### src/rtl/imem_loader_pkg.sv
// imem_loader_pkg: shared definitions for the instruction-memory loader.
//   WORD_W  - instruction word width
//   LEN_W   - width of the word-count header at the start of each stream
//   state_e - loader FSM state encoding
package imem_loader_pkg;

  localparam int unsigned WORD_W = 32;
  localparam int unsigned LEN_W  = 16;

  typedef enum logic [2:0] {
    StIdle,
    StLenHi,
    StLenLo,
    StData,
    StWrite
  } state_e;

endpackage

### src/rtl/imem_loader.sv
// imem_loader: runtime writer for the instruction memory.
// Takes a byte stream (2-byte big-endian word count, then big-endian 32-bit words)
// over valid/ready and writes the words to consecutive addresses starting at BASE_ADDR.
// Ports:
//   clk, rst              - clock, synchronous active-high reset
//   start                 - begin a load (only honoured when idle)
//   in_byte/in_valid      - stream byte and its qualifier
//   in_ready              - a byte is accepted this cycle when in_valid is also high
//   mem_we/addr/wdata     - registered instruction-memory write port
//   busy, cpu_hold        - load in progress (cpu_hold stalls the datapath)
//   done, error           - sticky status of the last load
module imem_loader
  import imem_loader_pkg::*;
#(
  parameter int unsigned ADDR_W    = 8,
  parameter int unsigned BASE_ADDR = 0
) (
  input  logic              clk,
  input  logic              rst,
  input  logic              start,
  input  logic [7:0]        in_byte,
  input  logic              in_valid,
  output logic              in_ready,
  output logic              mem_we,
  output logic [ADDR_W-1:0] mem_addr,
  output logic [WORD_W-1:0] mem_wdata,
  output logic              busy,
  output logic              done,
  output logic              error,
  output logic              cpu_hold
);

  // Largest legal word count: the whole memory.
  localparam longint unsigned MaxLen = 64'd1 << ADDR_W;

  state_e            state_q;
  logic [LEN_W-1:0]  len_q;
  logic [LEN_W-1:0]  word_cnt_q;
  logic [1:0]        byte_cnt_q;
  logic [WORD_W-1:0] word_q;
  logic              mem_we_q;
  logic [ADDR_W-1:0] mem_addr_q;
  logic [WORD_W-1:0] mem_wdata_q;
  logic              done_q;
  logic              error_q;

  logic              accept;
  logic [LEN_W-1:0]  len_full;
  logic              len_oversize;
  logic [WORD_W-1:0] word_next;
  logic [LEN_W:0]    word_cnt_inc;

  // in_ready is a pure decode of state so there is no input-to-output path.
  assign in_ready     = (state_q == StLenHi) || (state_q == StLenLo) || (state_q == StData);
  assign accept       = in_valid && in_ready;
  // Length as it will be once the low byte now on the bus is taken.
  assign len_full     = {len_q[LEN_W-1 -: 8], in_byte};
  assign len_oversize = 64'(len_full) > MaxLen;
  assign word_next    = {word_q[WORD_W-9:0], in_byte};
  assign word_cnt_inc = {1'b0, word_cnt_q} + {{LEN_W{1'b0}}, 1'b1};

  always_ff @(posedge clk) begin
    if (rst) begin
      state_q     <= StIdle;
      len_q       <= '0;
      word_cnt_q  <= '0;
      byte_cnt_q  <= '0;
      word_q      <= '0;
      mem_we_q    <= 1'b0;
      mem_addr_q  <= '0;
      mem_wdata_q <= '0;
      done_q      <= 1'b0;
      error_q     <= 1'b0;
    end else begin
      mem_we_q <= 1'b0;
      unique case (state_q)
        StIdle: begin
          if (start) begin
            state_q    <= StLenHi;
            done_q     <= 1'b0;
            error_q    <= 1'b0;
            word_cnt_q <= '0;
            byte_cnt_q <= '0;
          end
        end
        StLenHi: begin
          if (accept) begin
            len_q[LEN_W-1 -: 8] <= in_byte;
            state_q             <= StLenLo;
          end
        end
        StLenLo: begin
          if (accept) begin
            len_q <= len_full;
            if (len_full == '0) begin
              state_q <= StIdle;
              done_q  <= 1'b1;
            end else if (len_oversize) begin
              state_q <= StIdle;
              error_q <= 1'b1;
            end else begin
              state_q <= StData;
            end
          end
        end
        StData: begin
          if (accept) begin
            word_q     <= word_next;
            byte_cnt_q <= byte_cnt_q + 2'd1;
            // Fourth byte: present the finished word to memory during WRITE.
            if (byte_cnt_q == 2'd3) begin
              state_q     <= StWrite;
              mem_we_q    <= 1'b1;
              mem_addr_q  <= ADDR_W'(BASE_ADDR) + ADDR_W'(word_cnt_q);
              mem_wdata_q <= word_next;
            end
          end
        end
        StWrite: begin
          word_cnt_q <= word_cnt_inc[LEN_W-1:0];
          if (word_cnt_inc == {1'b0, len_q}) begin
            state_q <= StIdle;
            done_q  <= 1'b1;
          end else begin
            state_q <= StData;
          end
        end
        default: state_q <= StIdle;
      endcase
    end
  end

  assign mem_we    = mem_we_q;
  assign mem_addr  = mem_addr_q;
  assign mem_wdata = mem_wdata_q;
  assign busy      = (state_q != StIdle);
  assign cpu_hold  = busy;
  assign done      = done_q;
  assign error     = error_q;

endmodule

### config.mk
export PLATFORM = sky130hd
export DESIGN_NAME = imem_loader
export DESIGN_NICKNAME = d
export VERILOG_FILES = /design/src/rtl/imem_loader_pkg.sv /design/src/rtl/imem_loader.sv
export SDC_FILE = /design/constraint.sdc
export NUM_CORES = 1
export LEC_CHECK = 0
export CAP_MARGIN = 20
export CELL_PAD_IN_SITES_DETAIL_PLACEMENT = 1
export CELL_PAD_IN_SITES_GLOBAL_PLACEMENT = 2
export CORE_MARGIN = 2
export CORE_UTILIZATION = 30
export CTS_CLUSTER_DIAMETER = 60
export DETAILED_ROUTE_END_ITERATION = 10
export GPL_TIMING_DRIVEN = 1
export PLACE_DENSITY_LB_ADDON = 0.3
export SLEW_MARGIN = 20
export SYNTH_ARGS = -nofsm -noshare
export SYNTH_HDL_FRONTEND = slang
export SYNTH_SLANG_ARGS = --single-unit
### constraint.sdc
create_clock -name clk -period 2.7 [get_ports clk]
set_input_delay 0.27 -clock clk [delete_from_list [all_inputs] [get_ports clk]]
set_output_delay 0.27 -clock clk [all_outputs]
set_load 0.03 [all_outputs]
# ---- Yosys cells after proc, flatten, opt, wreduce, memory -nomap -nowiden
# Cells that the tools add are included.
dict set report totals {
  ff_bits 104
  latch_bits 0
  ramBits 0
  rom_bits 0
  inputBits 12
  output_inout_bits 46
  elab_cells 78
  mem_count 0
}
dict set report classes {
  addsub 2
  n_mul 0
  div_mod_pow 0
  order_cmp 1
  n_eq_ne 15
  shifts 0
  n_mux 26
  n_bitwise 3
  n_reduce_logical 20
}
# op n
set ops {}
lappend ops {{case mux 16 bit (2 select lines)} 1}
lappend ops {{two-way mux 3 bit} 6}
lappend ops {{adder 16 x 1 -> 17 bit (second input constant)} 1}
lappend ops {{== test 17 x 16 -> 1 bit} 1}
lappend ops {{greater-than comparator 16 x 9 -> 1 bit (second input constant)} 1}
lappend ops {{logical NOT 16 bit} 1}
lappend ops {{two-way mux 16 bit} 1}
lappend ops {{case mux 8 bit (2 select lines)} 1}
lappend ops {{case mux 3 bit (5 select lines)} 1}
lappend ops {{AND reduction 5 bit} 3}
lappend ops {{!= test 2 bit (second input constant)} 7}
lappend ops {{AND reduction 3 bit} 3}
lappend ops {{two-way mux 1 bit} 8}
lappend ops {{two-way mux 2 bit} 4}
lappend ops {{two-way mux 8 bit} 1}
lappend ops {{== test 3 x 2 -> 1 bit (second input constant)} 2}
lappend ops {{AND reduction 2 bit} 3}
lappend ops {{nonzero test 2 bit} 3}
lappend ops {{nonzero test 3 bit} 2}
lappend ops {{!= test 2 x 1 -> 1 bit (second input constant)} 2}
lappend ops {{case mux 2 bit (2 select lines)} 1}
lappend ops {{== test 3 x 1 -> 1 bit (second input constant)} 1}
lappend ops {{== test 3 bit (second input constant)} 1}
lappend ops {{logical NOT 3 bit} 1}
lappend ops {{8 further kinds} 11}

# ---- Logic depth before layout (Yosys ltp)
# Gate-level depths: netlist of run 1.
dict set report logic_depth {
  depth_word 6
  ltp_mapped 8
  mapped_depth_nobuf 7
}

# ---- Least setup slack after synthesis of run 1
# OpenSTA, ideal clock, no wires.
dict set report synth_path {
  kind {reg2reg}
  startpoint {register word_cnt_q[1]}
  endpoint {register done_q, in the netlist done}
  setup_ns 0.074
  arrival_ns 2.453
  t_required_ns 2.626
  path_slack_ns 0.173
  path_stages_with_launch 9
  n_path_buf 1
  period_less_slack_ns 2.527
  path_cell_list {dfxtp_1 -> ha_1 -> nand3_1 -> buf_2 -> nor4_1 -> mux2i_1 -> o221ai_1 -> or4_1 -> a31oi_1}
}
dict set report synth_between {
  elab_chain_len 4
}
# item line_no
set synth_rtl {}
lappend synth_rtl {{start, declared} imem_loader.sv:38} ;# logic [LEN_W-1:0] word_cnt_q;
lappend synth_rtl {{start signal, assigned} imem_loader.sv:120} ;# word_cnt_q <= word_cnt_inc[LEN_W-1:0];
lappend synth_rtl {{adder 16 x 1 -> 17 bit} imem_loader.sv:60} ;# assign word_cnt_inc = {1'b0, word_cnt_q} + {{LEN_W{1'b0}}, 1'b1};
lappend synth_rtl {{== test 17 x 16 -> 1 bit} imem_loader.sv:121} ;# if (word_cnt_inc == {1'b0, len_q}) begin
lappend synth_rtl {{!= test 2 bit (no source line)} n/a}
lappend synth_rtl {{AND reduction 5 bit (no source line)} n/a}
lappend synth_rtl {{end signal, assigned} imem_loader.sv:72} ;# done_q <= 1'b0;
lappend synth_rtl {{end signal, assigned} imem_loader.sv:80} ;# done_q <= 1'b0;
lappend synth_rtl {{end signal, assigned} imem_loader.sv:123} ;# done_q <= 1'b1;
lappend synth_rtl {{end, declared} imem_loader.sv:44} ;# logic done_q;
# Every way passes these cells.
# A chain may end at the register's enable or synchronous reset.

# ---- Final worst setup path of run 1
dict set report layout_path {
  startpoint {register word_cnt_q[0]}
  endpoint {register done_q, in the netlist done}
}
# Same word-level chain as after synthesis.

==> results of run 1 <==
-- power breakdown --
group / internal [mW] / switching, mW / leakage [nW]
clock network: 0.805 / 0.616 / 0.160
registers: 1.56 / 0.0365 / 0.839
logic: 0.143 / 0.225 / 0.958
-- layout make-up --
cell class / count / area, um2
fill: 1806 / 9300
multi-input combinational: 445 / 2350
sequential: 104 / 2080
timing repair buffer: 85 / 791
clock buffer: 12 / 267
tap: 188 / 235
clock inverter: 4 / 56.3
inverter: 3 / 11.3
-- placed cells by master, fill, tap and decap left out, drive strengths merged, types with 3 or more instances in the layout --
cell           Yosys  routed
a22oi              3       3
nor4              11      11
mux2i              9       9
xnor2             13      13
or3                3       3
a311oi             4       4
dfxtp            104     104
xor2               9       9
o21ai             18      18
nand4              8       8
a21oi             96      96
nand3              8       8
buf               11      29
o211ai             3       3
a31oi              3       3
clkdlybuf4s50      0      56
nor2              45      45
a211oi             3       3
clkbuf            32      12
nand2            164     164
and3               3       3
nor3               8       8
or4                5       5
inv                2       4
-- what timing repair did --
| item | in CTS | in global routing |
|---|---|---|
| hold buffers | 0 | 0 |
| buffers inserted | 0 | 0 |
| resized for setup | 0 | 5 |
| setup endpoints to repair | 0 | 1 |
-- layer usage --
metal | track usage (%) | routed length (um)
met1 | 23.0 | 6660
met2 | 28.7 | 6460
met3 | 3.51 | 478
met4 | 5.62 | 209
met5 | 0 | 0
-- how the worst min path moves through the flow --
stage,startpoint,endpoint,slack (ps),cells past startpoint
after floorplan,in_byte[5],len_q[5],410,2
after global placement,byte_cnt_q[1],byte_cnt_q[1],440,2
after detailed placement,word_q[21],word_q[21],450,2
after CTS,rst,word_cnt_q[14],460,2
after global routing,word_q[21],word_q[21],480,2
final,rst,word_cnt_q[14],460,2
-- state kept, by name, summed over array words and instances, names as in the netlist --
name        flops
mem_addr        8
mem_we          1
word_q         24
mem_wdata      32
error           1
byte_cnt_q      2
len_q          16
word_cnt_q     16
done            1
state_q         3
-- cells by family after synthesis --
logic type | count (synthesis) | share of synthesized area [%]
DFF | 104 | 45.3
AOI/OAI and AO/OA | 141 | 17.0
adders and majority gates | 2 | 0.544
muxes | 10 | 2.21
buffers and inverters | 46 | 4.30
and+or+nand+nor | 270 | 26.5
xor gates and xnor gates | 22 | 4.19
==> flow_metrics.env, run 1 <==
export IMPL_rsz0062_at_grt="false"
export IMPL_ys_seq_elements=104
export IMPL_p_per_area_nw_per_um2=584
export IMPL_grt_pass1_vias=4290
export IMPL_die_area_um2=16300
export IMPL_grt_first_pass_wirelength_um=22600
export IMPL_via_per_inst=5.09
export IMPL_dp_hpwl_um=9670
export IMPL_slew_viol_final=0
export IMPL_synth_common_cells="nand2_1, dfxtp_1, a21oi_1"
export IMPL_netlist_cell_type_count=54
export IMPL_fp_dieW_um=128
export IMPL_antenna_cells=0
export IMPL_critPathTopFamily="simple AND/OR/NAND/NOR gates"
export IMPL_setup_viol=0
export IMPL_total_power_mw=3.38
export IMPL_synth_most_common_cell="nand2_1"
export IMPL_place_gp_congestion=0.834
export IMPL_fin_skew_ps=5.93
export IMPL_crit_type="register to register"
export IMPL_slowest_delay_ps=580
export IMPL_finalNonFillerCells=841
export IMPL_drv_cap=0
export IMPL_cpMaxStageDelayCell="or4_4"
export IMPL_syn_num_nets=609
export IMPL_fin_util_pct=38.4
export IMPL_rrSetupSlack_ps=160
export IMPL_vdd_drop_max_mv=0.375
export IMPL_io_pins=58
export IMPL_cp_num_cells=8
export IMPL_synth_edf_count=0
export IMPL_numPortBuffers=57
export IMPL_finalInstanceArea_um2=5790
export IMPL_ys_flop_type="dfxtp_1"
export IMPL_drt_total_wl_um=13800
export IMPL_syn_area_um2=4600
export IMPL_syn_inst=595
export IMPL_grt_max_degree=68
export IMPL_place_area_um2=5450
export IMPL_firstDrtPassIters=4
export IMPL_crit_buf_inv=1
export IMPL_worst_ep_arrival_time_ps=2800
export IMPL_ys_seq_area_share_pct=45.3
export IMPL_crit_path_end_kind="register"
export IMPL_avgSynthCellArea_um2=7.72
export IMPL_slew_limit_headroom_pct=47.7
export IMPL_max_freq_mhz=394
export IMPL_fin_hold_ws_ps=458
export IMPL_clock_latency_ps=350
export IMPL_synth_top_area_share_pct=45.3
export IMPL_nNetsFinal=662
export IMPL_worstSetupEndpoint="done"
export IMPL_r2r_start="word_cnt_q[0]"
export IMPL_htree_levels=3
export IMPL_area_delta_synth_final_pct=26.0
export IMPL_place_inst=825
export IMPL_pre_cts_ws_ps=69.5
export IMPL_cts_made_buffers=9
export IMPL_crit_fanout=8
export IMPL_detail_route_antenna_nets=0
export IMPL_core_area_um2=15100
export IMPL_grt_overflow=0
export IMPL_netlist_top_cell_by_area="dfxtp_1"
export IMPL_required_ps=2970
export IMPL_die_h_um=128
export IMPL_start_util_pct=30.5
export IMPL_drive_above_1_share_pct=9.49
export IMPL_drt_iter0_drc=179
export IMPL_clockBufferDepth=2
export IMPL_yosysWarnings=0
export IMPL_clock_sinks=104
export IMPL_num_vias=4280
export IMPL_outcome="completed"
export IMPL_timing_final_hold_violations=0
export IMPL_crit_chain="ha_1 > nand3_1 > buf_4 > or3_1 > nand4_1 > or4_4 > or4_1 > a31oi_1"
export IMPL_worst_slew_pin_slew_ps=782
export IMPL_async_flop_share_pct=0
export IMPL_fin_tns_setup_ps=0
export IMPL_synth_area_leaders="dfxtp_1, nand2_1, a21oi_1, nor2_1, clkbuf_1"
export IMPL_row_count=45
export IMPL_period_needed_ps=2540
export IMPL_clk_pin_slew_ps=70
export IMPL_cp_start_kind="register"
export IMPL_drt_wirelength_per_cell_um=16.4
export IMPL_post_route_period_util_pct=93.9
export IMPL_crit_path_start="word_cnt_q[0]"
export IMPL_hp_class="input port to register"
export IMPL_grt_usage_pct=17.4
export IMPL_cts_tree="built"
export IMPL_drc=0
export IMPL_rr_endpoint="done"
export IMPL_leakagePower_nw=1.96
export IMPL_rr_worst_depth=8
export IMPL_cts_root_buffer="clkbuf_16"
export IMPL_fin_ws_ps=164
export IMPL_antenna_found_initial=0
(Power assumes the default switching activity.)
==> inputs of run 2 (changes only) <==
--- a/constraint.sdc
+++ b/constraint.sdc
@@ -3,2 +3,2 @@
 set_output_delay 0.27 -clock clk [all_outputs]
-set_load 0.03 [all_outputs]
+set_load 0.02 [all_outputs]
==> results of run 2 <==
Same layout as run 1 (identical final DEF). Status: completed.
Among the figures that moved: total power 3.38 mW -> 3.37 mW
